==> config.mk <==
export PLATFORM = sky130hd
export DESIGN_NAME = dti_pr_async_ctrl
export DESIGN_NICKNAME = d
export VERILOG_FILES = /design/src/rtl/dti_pr_async_ctrl.sv
export SDC_FILE = /design/constraint.sdc
export NUM_CORES = 1
export LEC_CHECK = 0
export ABC_AREA = 1
export CORE_UTILIZATION = 48
export DETAILED_ROUTE_END_ITERATION = 10
export PLACE_DENSITY_LB_ADDON = 0.08
export RECOVER_POWER = 50
export SETUP_SLACK_MARGIN = 0.2
export SLEW_MARGIN = 10
export SYNTH_ARGS = -nofsm -noshare
export SYNTH_HDL_FRONTEND = slang
export SYNTH_SLANG_ARGS = --single-unit
==> constraint.sdc <==
create_clock -name clk -period 2.15 [get_ports clk]
set_clock_uncertainty 0.15 [all_clocks]
set_input_delay 0.3225 -clock clk [delete_from_list [all_inputs] [get_ports clk]]
set_output_delay 0.3225 -clock clk [all_outputs]
set_load 0.005 [all_outputs]
==> src/rtl/dti_pr_async_ctrl.sv <==
// Partial-reset sequencer for the DTI PR async-FIFO pair: stall at packet boundaries, drain, clear, handshake done.
// Optional drain timeout with forced flush is enabled by defining DTI_PR_CTRL_TIMEOUT_EN.
module dti_pr_async_ctrl #(
  parameter int CLEAR_CYCLES  = 2,
  parameter int DRAIN_TIMEOUT = 1024
) (
  input  logic clk,
  input  logic rst_n,
  input  logic partial_reset,
  output logic pr_done,
  output logic pr_err,
  output logic idle,
  input  logic req_vld,
  input  logic req_rdy,
  input  logic req_last,
  input  logic rsp_vld,
  input  logic rsp_rdy,
  input  logic rsp_last,
  output logic req_stall,
  output logic req_clear,
  input  logic req_full_zero,
  output logic rsp_stall,
  output logic rsp_clear,
  input  logic rsp_full_zero,
  input  logic rsp_afifo_idle
);

  localparam logic [2:0] ST_IDLE  = 3'd0;
  localparam logic [2:0] ST_STALL = 3'd1;
  localparam logic [2:0] ST_DRAIN = 3'd2;
  localparam logic [2:0] ST_CLEAR = 3'd3;
  localparam logic [2:0] ST_DONE  = 3'd4;

  if (CLEAR_CYCLES < 1 || CLEAR_CYCLES > 15 || DRAIN_TIMEOUT < 2) begin : g_param_err
    $error("dti_pr_async_ctrl: CLEAR_CYCLES must be 1..15 and DRAIN_TIMEOUT >= 2");
  end

  logic [2:0] state_q, state_d;
  logic       req_in_pkt_q, req_in_pkt_d;
  logic       rsp_in_pkt_q, rsp_in_pkt_d;
  logic       req_stall_q, req_stall_d;
  logic       rsp_stall_q, rsp_stall_d;
  logic       clear_q, clear_d;
  logic       pr_done_q, pr_done_d;
  logic       pr_err_q, pr_err_d;
  logic       idle_q, idle_d;
  logic [3:0] clr_cnt_q, clr_cnt_d;
  logic       drained;
  logic       timeout;

  assign drained = req_full_zero & rsp_full_zero & rsp_afifo_idle;

`ifdef DTI_PR_CTRL_TIMEOUT_EN
  localparam int DCW = $clog2(DRAIN_TIMEOUT + 1);
  logic [DCW-1:0] drain_cnt_q, drain_cnt_d;

  // Counter is zero on the first DRAIN cycle, so the limit hits on cycle DRAIN_TIMEOUT.
  always_comb begin
    drain_cnt_d = '0;
    if (state_q == ST_DRAIN) drain_cnt_d = drain_cnt_q + 1'b1;
  end

  assign timeout = (state_q == ST_DRAIN) && (drain_cnt_q == DCW'(DRAIN_TIMEOUT - 1));

  always_ff @(posedge clk) begin
    if (!rst_n) drain_cnt_q <= '0;
    else        drain_cnt_q <= drain_cnt_d;
  end
`else
  assign timeout = 1'b0;
`endif

  always_comb begin
    req_in_pkt_d = (req_vld & req_rdy) ? ~req_last : req_in_pkt_q;
    rsp_in_pkt_d = (rsp_vld & rsp_rdy) ? ~rsp_last : rsp_in_pkt_q;

    state_d   = state_q;
    clr_cnt_d = clr_cnt_q;
    pr_err_d  = 1'b0;
    case (state_q)
      ST_IDLE:  if (partial_reset) state_d = ST_STALL;
      ST_STALL: if (req_stall_q && rsp_stall_q) state_d = ST_DRAIN;
      ST_DRAIN: begin
        if (drained || timeout) begin
          state_d   = ST_CLEAR;
          clr_cnt_d = 4'(CLEAR_CYCLES - 1);
          pr_err_d  = ~drained;
        end
      end
      ST_CLEAR: begin
        if (clr_cnt_q == 4'd0) state_d = ST_DONE;
        else                   clr_cnt_d = clr_cnt_q - 4'd1;
      end
      ST_DONE:  if (!partial_reset) state_d = ST_IDLE;
      default:  state_d = ST_IDLE;
    endcase

    // Stall only once the channel sits between packets; it sticks until the sequence ends.
    req_stall_d = 1'b0;
    rsp_stall_d = 1'b0;
    if (state_d != ST_IDLE) begin
      req_stall_d = req_stall_q | ((state_q != ST_IDLE) & ~req_in_pkt_d);
      rsp_stall_d = rsp_stall_q | ((state_q != ST_IDLE) & ~rsp_in_pkt_d);
    end

    clear_d   = (state_d == ST_CLEAR);
    pr_done_d = (state_d == ST_DONE);
    idle_d    = (state_q == ST_IDLE) & ~req_in_pkt_q & ~rsp_in_pkt_q & drained;
  end

  always_ff @(posedge clk) begin
    if (!rst_n) begin
      state_q      <= ST_IDLE;
      req_in_pkt_q <= 1'b0;
      rsp_in_pkt_q <= 1'b0;
      req_stall_q  <= 1'b0;
      rsp_stall_q  <= 1'b0;
      clear_q      <= 1'b0;
      pr_done_q    <= 1'b0;
      pr_err_q     <= 1'b0;
      idle_q       <= 1'b0;
      clr_cnt_q    <= 4'd0;
    end else begin
      state_q      <= state_d;
      req_in_pkt_q <= req_in_pkt_d;
      rsp_in_pkt_q <= rsp_in_pkt_d;
      req_stall_q  <= req_stall_d;
      rsp_stall_q  <= rsp_stall_d;
      clear_q      <= clear_d;
      pr_done_q    <= pr_done_d;
      pr_err_q     <= pr_err_d;
      idle_q       <= idle_d;
      clr_cnt_q    <= clr_cnt_d;
    end
  end

  assign req_stall = req_stall_q;
  assign rsp_stall = rsp_stall_q;
  assign req_clear = clear_q;
  assign rsp_clear = clear_q;
  assign pr_done   = pr_done_q;
  assign pr_err    = pr_err_q;
  assign idle      = idle_q;

endmodule

# --- After elaboration in Yosys (flattened, before gate mapping) ---
# Cells that the tools add are included.
totals:
  output_inout_bits: 7
  inputBits: 12
  elab_cells: 57
  register_bits: 15
classes:
  muxes: 11
  reduce_logical: 9
  eq_ne: 8
  n_addsub: 1
  bitwise_logic: 18
op_table:
  columns: ["op", "count"]
  rows:
  - ["$mux 3", 5]
  - ["$pmux 3 s5", 1]
  - ["$and 1x1->1", 9]
  - ["$eq 3x2->1 const B", 3]
  - ["$mux 4", 2]
  - ["$pmux 4 s2", 1]
  - ["$not 1->1", 7]
  - ["$eq 3x3->1 const B", 2]
  - ["$reduce_and 3->1", 2]
  - ["$reduce_bool 3->1", 2]
  - ["$logic_not 4->1", 1]
  - ["$ne 2x2->1 const B", 2]
  - ["$sub 4x1->4 const B", 1]
  - ["$eq 3x1->1 const B", 1]
  - ["$logic_not 3->1", 1]
  - ["$mux 1", 2]
  - ["$or 1x1->1", 2]
  - ["$reduce_and 2->1", 1]
  - ["$reduce_bool 2->1", 1]
  - ["$logic_and 1x1->1", 1]

# --- Logic depth before layout (Yosys ltp) ---
logic_depth:
  depth_word: 6
  depth_mapped: 9
  mapped_depth_nobuf: 9

# --- Worst setup path after synthesis ---
# Ideal clock, no wire load.
synth_path:
  path_kind: "register -> register"
  start: "reg clr_cnt_q[0]"
  end: "reg req_stall_q, in the netlist req_stall"
  slack_ns: 0.850
  setup_time_ns: 0.115
  stages_incl_launch_ff: 10
  path_buffers: 0
  period_less_slack_ns: 1.300
  t_required_ns: 1.885
  arrival_ns: 1.035
  path_cell_list: "dfxtp_1 inv_1 ha_1 nand2_1 nand2_2 nand3_1 nand2_1 nand2_1 nor2_2 nor2_1"
synth_via:
  elab_chain_cells: 5
synth_rtl:
  columns: ["element", "line_no", "text"]
  rows:
  - ["from (decl)", "47", "logic [3:0] clr_cnt_q, clr_cnt_d;"]
  - ["from (signal assigned)", "133", "clr_cnt_q <= clr_cnt_d;"]
  - ["$logic_not 4->1", "91", "if (clr_cnt_q == 4'd0) state_d = ST_DONE;"]
  - ["$mux 3", "91", null]
  - ["$pmux 3 s5", "80", "case (state_q)"]
  - ["$reduce_bool 3->1", "101", "if (state_d != ST_IDLE) begin"]
  - ["$reduce_and 2->1 (no line)", null, null]
  - ["to (signal assigned)", "127", "req_stall_q <= req_stall_d;"]
  - ["to (decl)", "41", "logic req_stall_q, req_stall_d;"]
# Every way passes these cells.
# A chain may end at the register's enable or synchronous reset.

# --- Worst setup path in the final report ---
layout_path:
  start: "reg req_stall_q, in the netlist req_stall"
  end: "out req_stall"
layout_rtl:
  columns: ["element", "line_no", "text"]
  rows:
  - ["to (decl)", "19", "output logic req_stall,"]
# No word-level cell between the ends.

==> results.yml <==
outcome:
  outcome: "finished clean"
synth:
  synth_edf_count: 0
  post-synth-top-count-cell: "nand2_1"
  synth_ff_type: "dfxtp_1"
  synth_top_area_share_pct: 44.7
  synth_warnings: 0
  syn_inst: 91
  yosysUniqueCellTypes: 19
  avgSynthCellArea_um2: 7.38
  yosys-top-cells-area: "dfxtp_1 45%, nand2_1 10%, nor2_1 8.4%"
  synthesis.nets: 105
  synth_largest_area_cell: "dfxtp_1"
  ys_async_sr_fraction_pct: 0
  synth_area_um2: 672
  yosys_register_bits: 15
  ys_seq_area_share_pct: 44.7
  yosys-top-cells-count: "18 x nand2_1, 15 x dfxtp_1, 15 x nor2_1"
worst_setup_path:
  cpPeakStageDelay_ns: 0.51
  crit_path_start_kind: "flip-flop"
  cp_data_arrival_time_ns: 1.14
  crit_path_end_kind: "output pin"
  critical_path_peak_fanout: 3
  r2r_slack_ns: 0.53
  critPathBufInv: 1
  path_cells: "clkdlybuf4s50_1"
  r2r_start: "clr_cnt_q[0]"
  rr_worst_depth: 9
  slowest_stage: "clkdlybuf4s50_1"
  crit_family: "buffers and inverters"
  critPathKind: "reg -> out"
  crit_required_ns: 1.68
  r2r-end: "rsp_stall"
final_layout:
  drive_gt1_share_pct: 8.04
  syn_to_final_growth_pct: 30.9
  fillers: 130
  nets: 127
  num_antenna_cells: 0
grt:
  grt_overflow: 0
  groute.usage.overall_pct: 21.4
  grt_antenna_before_repair: 0
  grt_max_degree: 10
  grt_pass1_vias: 558
  grt_first_pass_wirelength_mm: 2.18
clocking:
  cts_buffers: 3
  h-tree-depth: 1
  clockBufferDepth: 2
  root_buffer: "clkbuf_4"
  clkTransAtPathRegs_ns: 0.08
  hold_buffers: 0
  cts_tree: "done"
  clk_latency_ns: 0.28
  cts.sinks: 15
  post_cts_buffers: 0
  cts_resized: 0
pwr:
  powerDensity_nw_per_um2: 579
  worst_ir_drop_vdd_mv: 0.394
  p_leak_nw: 0.396
  finalPower_uw: 509
drt:
  drt_iter0_markers: 9
  routed_wl_mm: 1.32
  vias_per_cell: 4.89
  dr.pass1.iters: 4
  detail_route.wl_per_cell_um: 10.4
  drc: 0
  vias: 621
  antenna_left: 0
floorplanning:
  placementRows: 13
  die_area_um2: 1550
  start_util_pct: 51.6
  core-area_um2: 1300
  dieHeight_um: 39.4
  die_w_um: 39.4
  num_io_pins: 19
min_path:
  hold_path_class: "reg -> reg"
  min_from: "rsp_in_pkt_q"
  whs_endpoint: "idle"
  hold_path_depth: 1
placement:
  port_buffers: 18
  gp_congestion: 0.749
  dp_hpwl_mm: 1.05
sta:
  fmax_mhz: 619
  finalCritPeriodShare_pct: 75.2
  tns_ns: 0
  setup_viol: 0
  rsz0062_at_grt: "false"
  final_hold_viol_count: 0
  min_period_ns: 1.62
  maxSlewViolCount: 0
run:
  cap_violations: 0
==> power breakdown <==
| group | internal, mW | switching (mW) |
|---|---|---|
| Clock | 0.0722 | 0.0873 |
| Combinational | 0.0348 | 0.0245 |
| Sequential | 0.285 | 0.00528 |
==> per-stage QoR <==
step	hold slack (ns)	instance area [µm²]	utilization [%]	instances	worst slack (ns)
after global placement	0.264	863	66.3	123	0.448
after CTS	0.276	890	68.4	127	0.520
after floorplan	0.247	672	-	91	0.850
final	0.275	880	67.6	127	0.533
after detailed placement	0.264	863	66.3	123	0.409
after global routing	0.308	880	67.6	127	0.365
==> cell type report <==
class	instances	area, µm²	area share [%]
Inverter	10	37.5	4.27
Multi-Input combinational cell	65	317	36.0
Clock buffer	4	26.3	2.99
Timing Repair Buffer	18	180	20.5
Sequential cell	15	300	34.1
Tap cell	15	18.8	2.13
==> routing by layer <==
layer,track usage (%),up-vias,share of wire [%]
met3,5.11,5,5.1
met4,12.9,0,2.0
met5,0,-,0
met2,37.3,20,50
met1,22.9,268,43
li1,-,328,-
==> cell families after synthesis <==
| family | after synthesis | share of synthesized area (%) |
|---|---|---|
| adder cells (fa/ha/maj) | 2 | 3.72 |
| flip-flops | 15 | 44.7 |
| AO/OA/AOI/OAI | 9 | 6.70 |
| AND/OR/NAND/NOR | 53 | 37.6 |
| buffers and inverters | 11 | 6.70 |
| other | 1 | 0.558 |
==> placed cells by master, fill, tap and decap left out, drive strengths merged <==
| cell | n |
|---|---|
| a21oi | 9 |
| clkbuf | 4 |
| clkdlybuf4s50 | 17 |
| clkinv | 1 |
| conb | 1 |
| dfxtp | 15 |
| dlygate4sd3 | 1 |
| ha | 2 |
| inv | 9 |
| nand2 | 21 |
| nand3 | 9 |
| nand3b | 1 |
| nor2 | 19 |
| nor3 | 1 |
| nor4 | 1 |
| or2 | 1 |
==> worst max path at each step <==
stage / startpoint / to / slack (ns) / cells past startpoint
after global placement: rst_n / req_stall / 0.45 / 7
after global routing: clr_cnt_q[0] / rsp_stall / 0.37 / 9
after CTS: req_stall / req_stall / 0.52 / 1
after detailed placement: rst_n / req_stall / 0.41 / 7
after floorplan: clr_cnt_q[0] / req_stall / 0.85 / 9
final: req_stall / req_stall / 0.53 / 1
==> registers in the layout, summed over array words and instances (netlist names) <==
| signal | flops |
|---|---|
| rsp_stall | 1 |
| pr_done | 1 |
| idle | 1 |
| req_in_pkt_q | 1 |
| req_clear | 1 |
| clr_cnt_q | 4 |
| req_stall | 1 |
| pr_err | 1 |
| rsp_in_pkt_q | 1 |
| state_q | 3 |
(Power assumes the default switching activity.)
